$ cat config.mk
export PLATFORM = sky130hd
export DESIGN_NAME = ibex_sleep_ctrl
export DESIGN_NICKNAME = d
export VERILOG_FILES = /design/src/rtl/ibex_sleep_ctrl_pkg.sv /design/src/rtl/ibex_sleep_ctrl.sv
export SDC_FILE = /design/constraint.sdc
export NUM_CORES = 1
export LEC_CHECK = 0
export ABC_AREA = 1
export CAP_MARGIN = 15
export CELL_PAD_IN_SITES_DETAIL_PLACEMENT = 1
export CELL_PAD_IN_SITES_GLOBAL_PLACEMENT = 2
export CORE_MARGIN = 4
export CORE_UTILIZATION = 28
export CTS_CLUSTER_DIAMETER = 100
export DETAILED_ROUTE_END_ITERATION = 8
export PLACE_DENSITY_LB_ADDON = 0.12
export SLEW_MARGIN = 20
export SYNTH_ARGS = -nofsm -noshare
export SYNTH_HDL_FRONTEND = slang
export SYNTH_SLANG_ARGS = --single-unit
$ cat constraint.sdc
create_clock -name clk_i -period 2 [get_ports clk_i]
set_input_delay 0.5 -clock clk_i [delete_from_list [all_inputs] [get_ports clk_i]]
set_output_delay 0.5 -clock clk_i [all_outputs]
set_load 0.01 [all_outputs]
$ cat src/rtl/ibex_sleep_ctrl_pkg.sv
// ibex_sleep_ctrl_pkg: shared types for the WFI sleep controller and the core clock gate
package ibex_sleep_ctrl_pkg;

    // Multi-bit busy indication; On and Off differ in every bit so no single
    // flipped bit can turn one into the other.
    typedef enum logic [3:0] {
        IbexMuBiOn  = 4'b0101,
        IbexMuBiOff = 4'b1010
    } ibex_mubi_t;

    // Every pair of codes is at least Hamming distance 3 apart, so any single
    // or double bit upset lands on a value that is not a legal state.
    typedef enum logic [4:0] {
        SleepRun   = 5'b10101,
        SleepDrain = 5'b10010,
        SleepSleep = 5'b01100,
        SleepWake  = 5'b01011
    } sleep_ctrl_state_e;

endpackage

$ cat src/rtl/ibex_sleep_ctrl.sv
// ibex_sleep_ctrl: WFI sequencer driving the core-busy indication to the main clock gate
//   clk_i/rst_i       ungated clock, synchronous active-high reset
//   wfi_req_i         WFI retired pulse from the controller
//   fetch_busy_i/lsu_busy_i  outstanding traffic that must drain before sleeping
//   debug_req_i/irq_pending_i/irq_nm_i  wake events
//   core_busy_o       mubi busy to the clock gate, sleeping_o, wfi_done_o pulse
//   sleep_cycles_o    saturating count of SLEEP cycles, alert_o illegal state (secure only)
module ibex_sleep_ctrl
    import ibex_sleep_ctrl_pkg::*;
#(
    parameter bit          SecureIbex = 1'b0,
    parameter int unsigned WakeDelay  = 2,
    parameter int unsigned CntWidth   = 32
) (
    input  logic                          clk_i,
    input  logic                          rst_i,
    input  logic                          wfi_req_i,
    input  logic                          fetch_busy_i,
    input  logic                          lsu_busy_i,
    input  logic                          debug_req_i,
    input  logic                          irq_pending_i,
    input  logic                          irq_nm_i,
    output logic [$bits(ibex_mubi_t)-1:0] core_busy_o,
    output logic                          sleeping_o,
    output logic                          wfi_done_o,
    output logic [CntWidth-1:0]           sleep_cycles_o,
    output logic                          alert_o
);

    localparam int unsigned DlyW = (WakeDelay > 1) ? $clog2(WakeDelay + 1) : 1;

    sleep_ctrl_state_e state;
    ibex_mubi_t        core_busy_q;
    logic              sleeping_q;
    logic              done_q;
    logic              alert_q;
    logic [CntWidth-1:0] cnt_q;
    logic [DlyW-1:0]   dly_q;
    logic              wake;

    assign wake = debug_req_i | irq_pending_i | irq_nm_i;

    // Busy/sleeping are updated together with the state transition so they
    // always reflect the state register without a decode stage.
    always_ff @(posedge clk_i) begin
        if (rst_i) begin
            state       <= SleepRun;
            core_busy_q <= IbexMuBiOn;
            sleeping_q  <= 1'b0;
            done_q      <= 1'b0;
            alert_q     <= 1'b0;
            cnt_q       <= '0;
            dly_q       <= '0;
        end else begin
            done_q <= 1'b0;
            if (state == SleepSleep && cnt_q != '1) cnt_q <= cnt_q + CntWidth'(1);
            case (state)
                SleepRun: begin
                    if (wfi_req_i) begin
                        if (wake) done_q <= 1'b1;
                        else      state  <= SleepDrain;
                    end
                end
                SleepDrain: begin
                    if (wake) begin
                        state  <= SleepRun;
                        done_q <= 1'b1;
                    end else if (!fetch_busy_i && !lsu_busy_i) begin
                        state       <= SleepSleep;
                        core_busy_q <= IbexMuBiOff;
                        sleeping_q  <= 1'b1;
                    end
                end
                SleepSleep: begin
                    if (wake) begin
                        core_busy_q <= IbexMuBiOn;
                        sleeping_q  <= 1'b0;
                        if (WakeDelay == 0) begin
                            state  <= SleepRun;
                            done_q <= 1'b1;
                        end else begin
                            state <= SleepWake;
                            dly_q <= DlyW'(WakeDelay);
                        end
                    end
                end
                SleepWake: begin
                    if (dly_q == DlyW'(1)) begin
                        state  <= SleepRun;
                        done_q <= 1'b1;
                    end else begin
                        dly_q <= dly_q - DlyW'(1);
                    end
                end
                // Fail safe: an unknown state keeps the clock running.
                default: begin
                    state       <= SleepRun;
                    core_busy_q <= IbexMuBiOn;
                    sleeping_q  <= 1'b0;
                    alert_q     <= SecureIbex;
                end
            endcase
        end
    end

    assign core_busy_o    = core_busy_q;
    assign sleeping_o     = sleeping_q;
    assign wfi_done_o     = done_q;
    assign sleep_cycles_o = cnt_q;
    assign alert_o        = alert_q;

endmodule

# After elaboration in Yosys (flattened, before gate mapping)
# Cells that the tools add are included.
# word_totals
inputBits	8
out_inout_bits	39
reg_bits	45
# op_classes
muxes	22
n_eq_ne	14
n_reduce_logical	9
bitwise	3
add_sub_neg	2
# op_table
op	count
$add 32x1->32 const B	1
$ne 32x32->1 const B	1
$mux 5	6
$pmux 5 s4	1
$ne 2x2->1 const B	7
$mux 4	3
$pmux 4 s3	1
$eq 5x4->1 const B	2
$eq 5x5->1 const B	2
$mux 1	6
$pmux 1 s3	2
$reduce_and 5->1	1
$mux 2	2
$pmux 2 s2	1
$reduce_and 4->1	1
$ne 3x3->1 const B	1
$reduce_and 3->1	1
$eq 2x1->1 const B	1
$logic_and 1x1->1	2
$logic_not 1->1	2
$or 1x1->1	2
$reduce_bool 2->1	1
$reduce_or 2->1	1
$sub 2x1->2 const B	1
$not 1->1	1

# Longest topological paths before layout
# Gate-level depths: netlist (run 1).
# depth
word_depth	5
ltp_mapped	11
ltp_nobuf	10

# Worst setup path after synthesis (run 1)
# No wires, ideal clock.
# synth_path
path_type	reg-to-reg
start	register cnt_q[1], in the netlist sleep_cycles_o[1]
end	register cnt_q[2], in the netlist sleep_cycles_o[2]
path_slack_ns	0.296
setup_ns	0.071
t_arrival_ns	1.634
required_time_ns	1.929
stages_incl_launch_ff	12
period_less_slack_ns	1.704
n_path_buf	2
cell_sequence	dfxtp_1 -> ha_1 -> nand2_1 -> nor2_4 -> nand2_4 -> nor2_8 -> nand2_4 -> nand2_4 -> buf_12 -> buf_12 -> nand2_1 -> a21oi_2
# synth_between
elab_chain_cells	2
# synth_lines
element	line	rtl
start: declaration	ibex_sleep_ctrl.sv:37	logic [CntWidth-1:0] cnt_q;
start signal: assignment	ibex_sleep_ctrl.sv:56	if (state == SleepSleep && cnt_q != '1) cnt_q <= cnt_q + CntWidth'(1);
parallel branches: the longest is 2 deep, another holds $add 32x1->32	-	
# Parallel ways; which one is timed is not known.
# A chain may end at the register's enable or synchronous reset.

# Final worst setup path (run 1)
# layout_path
start	register cnt_q[0], in the netlist sleep_cycles_o[0]
end	register cnt_q[25], in the netlist sleep_cycles_o[25]
# The elaborated chain is that of the path after synthesis.

==> reports/qor.csv, run 1 <==
stage;metric;value;unit
outcome;status;finished, final reports clean;
grt;grt-ovfl-total;0;
timing;drv_slew;0;
grt;grt.total_usage;0.156;
clock_network;htreeDepth;2;
power_and_ir_drop;p_per_area;601;nW/um^2
worst_setup_path;start_kind;flop;
yosys;synth.distinct_cells;28;
timing;hold_viol;0;
timing;fmaxAchievable;540;MHz
route;vias_per_cell;4.40;
worst_setup_path;cp_data_required_time;2.20;ns
grt;grt.busiest_layer;met2;
cells_and_area;area_growth;30.1;%
flow_run;cap_violations;0;
route;drc;0;
route;drt_first_pass_iters;4;
worst_setup_path;arrival;2.05;ns
power_and_ir_drop;p_leak;1.40;nW
yosys;synth_largest_area_cell;dfxtp_1;
route;num_vias;2792;
clock_network;clock-sinks;42;
clock_network;post-cts-setup-buffers;0;
placed_design;routabilityCongestion;0.791;
die;die_h;108;um
timing;rsz0062_at_grt;no;
timing;finalCritPeriodShare;0.926;
clock_network;clockRootBuffer;clkbuf_8;
cells_and_area;n_antenna_cell;0;
cells_and_area;final_cells;635;
yosys;synth_area_leaders;dfxtp_1 (30%), nand2_1 (19%), nor2_1 (10%);
timing;finalSetupTns;0;ns
die;rows;36;
grt;grt_pass1_wl;14.4;mm
clock_network;insertion_delay;0.30;ns
cells_and_area;seq_area;843;sq um
worst_setup_path;reg2reg_slack;0.15;ns
route;routed_wl;8.51;mm
worst_setup_path;crit_type;flop to flop;
die;io_pins;47;
cells_and_area;drive_gt1_frac;0.151;
route;drt_first_iter_violations;71;
grt;use_met3;0.0228;
yosys;synth-seq-cells;42;
clock_network;cts_tree;done;
yosys;synth-async-reset-ratio;0;
yosys;synth_area;2790;sq um
worst_setup_path;cp-end-kind;flop;
clock_network;cts_made_buffers;5;
timing;finalSetupViolCount;0;
die;core_area;9730;sq um
grt;grt_pass1_vias;2933;
placed_design;hpwlAfterDp;6.73;mm
yosys;synthFlopType;dfxtp_1;
yosys;synth_edf_count;0;
route;avgRoutedWirePerCell;13.4;um
timing;final.setup_skew;0.00970;ns
power_and_ir_drop;ir_worst_vdd;0.407;mV
yosys;yosys.area.top_type_share;0.301;
yosys;yosysSeqAreaShare;0.301;
timing;hold_ws;0.502;ns
worst_setup_path;worstPathMaxFanout;5;
route;drt.antenna.violating_nets;0;
yosys;synth_warnings;0;
yosys;avgSynthCellArea;6.33;sq um
die;start_util;0.287;
cells_and_area;multi_input_area;1640;sq um
placed_design;dpl.cell_count;627;
placed_design;io_buffers;45;
grt;grtUsageMet1;0.204;
cells_and_area;utilization;0.373;
die;die_w;108;um
cells_and_area;fillerInstances;1288;
yosys;synth_nets;451;
yosys;syn_inst;441;
min_path;hold_class;flop to flop;
clock_network;clk_pin_slew;0.09;ns
die;die_area;11600;sq um
cells_and_area;nets;511;
grt;antenna_found_initial;0;
clock_network;clockBufferDepth;2;
grt;grt_max_degree;26;
power_and_ir_drop;total_power;2.18;mW
timing;post-route-min-period;1.85;ns
grt;use_met2;0.272;
[sequential cells by signal (all words and copies together) (netlist names)]
register and flops:
sleep_cycles_o 32, wfi_done_o 1, state 5, core_busy_o 2
dly_q 2
[power breakdown]
part	switching [mW]	internal (mW)
logic	0.229	0.161
registers	0.0460	0.883
clock network	0.330	0.533
[metal layers]
| layer | vias up | wire length (um) |
|---|---|---|
| met1 | 1273 | 4100 |
| li1 | 1482 | - |
| met3 | 5 | 211 |
| met5 | - | 0 |
| met4 | 0 | 82 |
| met2 | 32 | 4110 |
[layout by cell type (no fill, tap or decap)]
master,netlist,routed
nor3_4,1,1
inv_1,46,46
inv_4,0,1
nand2_2,9,9
clkdlybuf4s50_1,0,45
nor2_8,1,1
dfxtp_1,42,40
o211ai_1,2,2
a21oi_2,20,20
nand2_4,3,3
nand3_1,22,22
o21ai_0,9,9
bufinv_16,0,2
a21oi_1,2,2
buf_4,4,21
nand2_1,145,145
ha_1,2,2
buf_12,3,2
inv_2,2,1
clkinv_1,1,1
a31oi_1,2,2
xor2_1,9,9
conb_1,1,1
nor2_1,77,76
clkbuf_8,0,6
nor2_4,3,3
nor2_2,3,4
nor3_1,7,7
nand4_1,12,12
xnor2_1,5,5
dfxtp_2,0,2
[cell usage after synthesis (3+ instances only)]
master / instances
dfxtp_1: 42
a21oi_2: 20
inv_1: 46
xor2_1: 9
buf_12: 3
nor2_2: 3
nand2_1: 145
nand2_2: 9
buf_2: 4
nor2_1: 77
xnor2_1: 5
nand2_4: 3
buf_4: 4
clkbuf_1: 4
nand4_1: 12
nand3_1: 22
o21ai_0: 9
nor2_4: 3
nor3_1: 7
[metrics by stage]
| step | instance area, sq um | setup slack (ns) |
|---|---|---|
| 2_1_floorplan | 2790 | 0.296 |
| 3_3_place_gp | 3480 | 0.0412 |
| 3_5_place_dp | 3480 | -0.00984 |
| 4_1_cts | 3620 | 0.0755 |
| 5_1_grt | 3630 | 0.0204 |
| 6_report | 3630 | 0.148 |
[logic make-up (layout without fill, tap and decap cells)]
kind of cell	Yosys count	in the layout	share of synthesized area
flip-flops	42	42	0.301
AO/OA/AOI/OAI	35	35	0.0923
other	1	1	0.00134
adder cells (fa/ha/maj)	2	2	0.00896
buffers and inverters	64	125	0.111
AND/OR/NAND/NOR	283	283	0.442
XOR/XNOR	14	14	0.0439
[area by class of cell]
type,instances,area share
Inverter,49,0.0513
Timing Repair Buffer,68,0.178
Multi-Input combinational cell,335,0.453
Sequential cell,42,0.232
Tap cell,133,0.0458
Clock inverter,2,0.0165
Clock buffer,6,0.0227
[worst max-delay path, cell delays in order, from the launching register on]
cell and delay (ns):
dfxtp_1 0.35, buf_4 0.13, nand3_1 0.14, nor2_1 0.21
nand2_1 0.21, nor3_1 0.42, nand4_1 0.15, nand2_1 0.09
nor2_1 0.04
[path summary, 6_finish.rpt]
check | startpoint | to | cells past startpoint
setup reg to reg | sleep_cycles_o[0] | sleep_cycles_o[25] | 8
hold reg to reg | core_busy_o[1] | core_busy_o[1] | 2
setup / recovery | sleep_cycles_o[0] | sleep_cycles_o[25] | 8
hold / removal | core_busy_o[1] | core_busy_o[1] | 2
[timing repair]
item / CTS / global route
resized for setup: 0 / 5
setup endpoints to repair: 0 / 23
hold buffers: 0 / 0
No activity file was read; power rests on OpenSTA's default activity.
==> run 2: changes to the inputs <==
==> constraint.sdc (replaced) <==
create_clock -name clk_i -period 1.8 [get_ports clk_i]
set_input_delay 0.45 -clock clk_i [delete_from_list [all_inputs] [get_ports clk_i]]
set_output_delay 0.45 -clock clk_i [all_outputs]
set_load 0.01 [all_outputs]
==> reports/qor.csv, run 2 (synthesized netlist as in run 1, its figures left out) <==
stage;metric;value;unit
placed_design;io_buffers;45;
outcome;status;finished, final reports clean;
worst_setup_path;worst_r2r_path_depth;10;
timing;final.setup_skew;0.00589;ns
clock_network;htreeDepth;2;
placed_design;hpwlAfterDp;6.91;mm
power_and_ir_drop;ir_worst_vdd;0.375;mV
clock_network;clockRootBuffer;clkbuf_8;
route;avgRoutedWirePerCell;13.5;um
cells_and_area;area_growth;31.3;%
die;die_h;108;um
clock_network;clk_pin_slew;0.08;ns
die;die_area;11600;sq um
clock_network;clock-sinks;42;
min_path;hold_depth;2;
die;die_w;108;um
grt;grt_pass1_vias;2946;
worst_setup_path;cp_data_required_time;1.35;ns
die;io_pins;47;
worst_setup_path;r2r-end;sleep_cycles_o[26];
route;drt_first_pass_iters;4;
route;num_vias;2881;
power_and_ir_drop;total_power;2.14;mW
worst_setup_path;reg2reg_slack;0.10;ns
timing;fmaxAchievable;576;MHz
min_path;hold_end;sleep_cycles_o[31];
route;drt_first_iter_violations;63;
grt;grt_max_degree;29;
power_and_ir_drop;p_leak;1.48;nW
worst_setup_path;arrival;1.28;ns
grt;grt.total_usage;0.155;
placed_design;dp_slack;-0.0791;ns
grt;grt-ovfl-total;0;
cells_and_area;nets;518;
cells_and_area;n_antenna_cell;0;
timing;post-route-min-period;1.73;ns
route;routed_wl;8.68;mm
cells_and_area;fillerInstances;1319;
worst_setup_path;critPathTopFamily;buffers and inverters;
worst_setup_path;crit_type;flop to output pin;
power_and_ir_drop;p_per_area;583;nW/um^2
die;rows;36;
timing;hold_viol;0;
clock_network;cts_made_buffers;5;
route;vias_per_cell;4.49;
cells_and_area;largest_register_ffs;32;
cells_and_area;final_cells;641;
placed_design;place_area;3510;sq um
route;drt.antenna.violating_nets;0;
cells_and_area;drive_gt1_frac;0.189;
worst_setup_path;start_kind;flop;
clock_network;insertion_delay;0.29;ns
grt;grt_pass1_wl;14.3;mm
placed_design;routabilityCongestion;0.795;
min_path;hp-start;sleep_cycles_o[31];
worst_setup_path;max_stage_delay;0.53;ns
route;drc;0;
cells_and_area;fin_area;3670;sq um
timing;finalCritPeriodShare;0.964;
flow_run;cap_violations;0;
min_path;hold_class;flop to flop;
worst_setup_path;r2r_start;sleep_cycles_o[0];
clock_network;clockBufferDepth;2;
worst_setup_path;cp_slowest_cell;clkdlybuf4s50_1;
timing;rsz0062_at_grt;no;
worst_setup_path;worstPathMaxFanout;4;
grt;antenna_found_initial;0;
timing;setup_ws;0.0651;ns
timing;hold_ws;0.497;ns
die;start_util;0.287;
worst_setup_path;cp-end-kind;output pin;
cells_and_area;layout_commonest_cell;nand2_1;
cells_and_area;layout_common_cells;nand2_1 (145), nor2_1 (75), inv_1 (45), clkdlybuf4s50_1 (41), buf_4 (28);
worst_setup_path;crit_buf_inv;2;
timing;finalSetupViolCount;0;
die;core_area;9730;sq um
clock_network;cts_tree;done;
placed_design;dpl.cell_count;632;
timing;drv_slew;0;
worst_setup_path;crit_chain;buf_4 -> clkdlybuf4s50_1;
run 2: report_power, final:
part | leakage [nW] | switching (mW) | internal (mW)
clock | 0.0383 | 0.333 | 0.268
combinational | 1.10 | 0.284 | 0.229
sequential | 0.348 | 0.0430 | 0.981
run 2: cell type report:
class,instances,area (sq um),area share
Timing Repair Buffer,75,716,0.195
Multi-Input combinational cell,335,1660,0.453
Sequential cell,42,861,0.235
Inverter,49,186,0.0509
Tap cell,133,166,0.0454
Clock buffer,7,76.3,0.0208
run 2: tightest hold or removal path, stage by stage (launching register included):
cell and delay, ns:
dfxtp_2 0.35, nand2_2 0.07, a21oi_2 0.05
run 2: worst max path at each step:
| stage | slack, ns | depth (start not counted) | endpoint | startpoint |
|---|---|---|---|---|
| final | 0.07 | 2 | sleep_cycles_o[8] | sleep_cycles_o[8] |
| after detailed placement | -0.08 | 11 | state[1] | irq_pending_i |
| after CTS | 0.02 | 1 | sleep_cycles_o[17] | sleep_cycles_o[17] |
| after global routing | 0.007 | 2 | sleep_cycles_o[8] | sleep_cycles_o[8] |
| after global placement | -0.04 | 11 | state[1] | irq_pending_i |
| after floorplan | 0.1 | 11 | sleep_cycles_o[2] | sleep_cycles_o[1] |
run 2: per-layer routing:
metal	wire, um	track usage
met1	4280	0.202
met2	4040	0.265
met3	234	0.0246
met4	118	0.0424
met5	0	0
run 2: per-stage QoR:
step	setup TNS (ns)	util
after detailed placement	-0.271	0.360
after floorplan	0	-
after CTS	0	0.369
final	0	0.377
after global placement	-0.0625	0.360
after global routing	0	0.377
run 2: what timing repair did:
action	CTS	global route
setup buffers	0	1
setup endpoints to repair	7	42
hold buffers	0	0
resized for setup	7	21
cloned	0	1
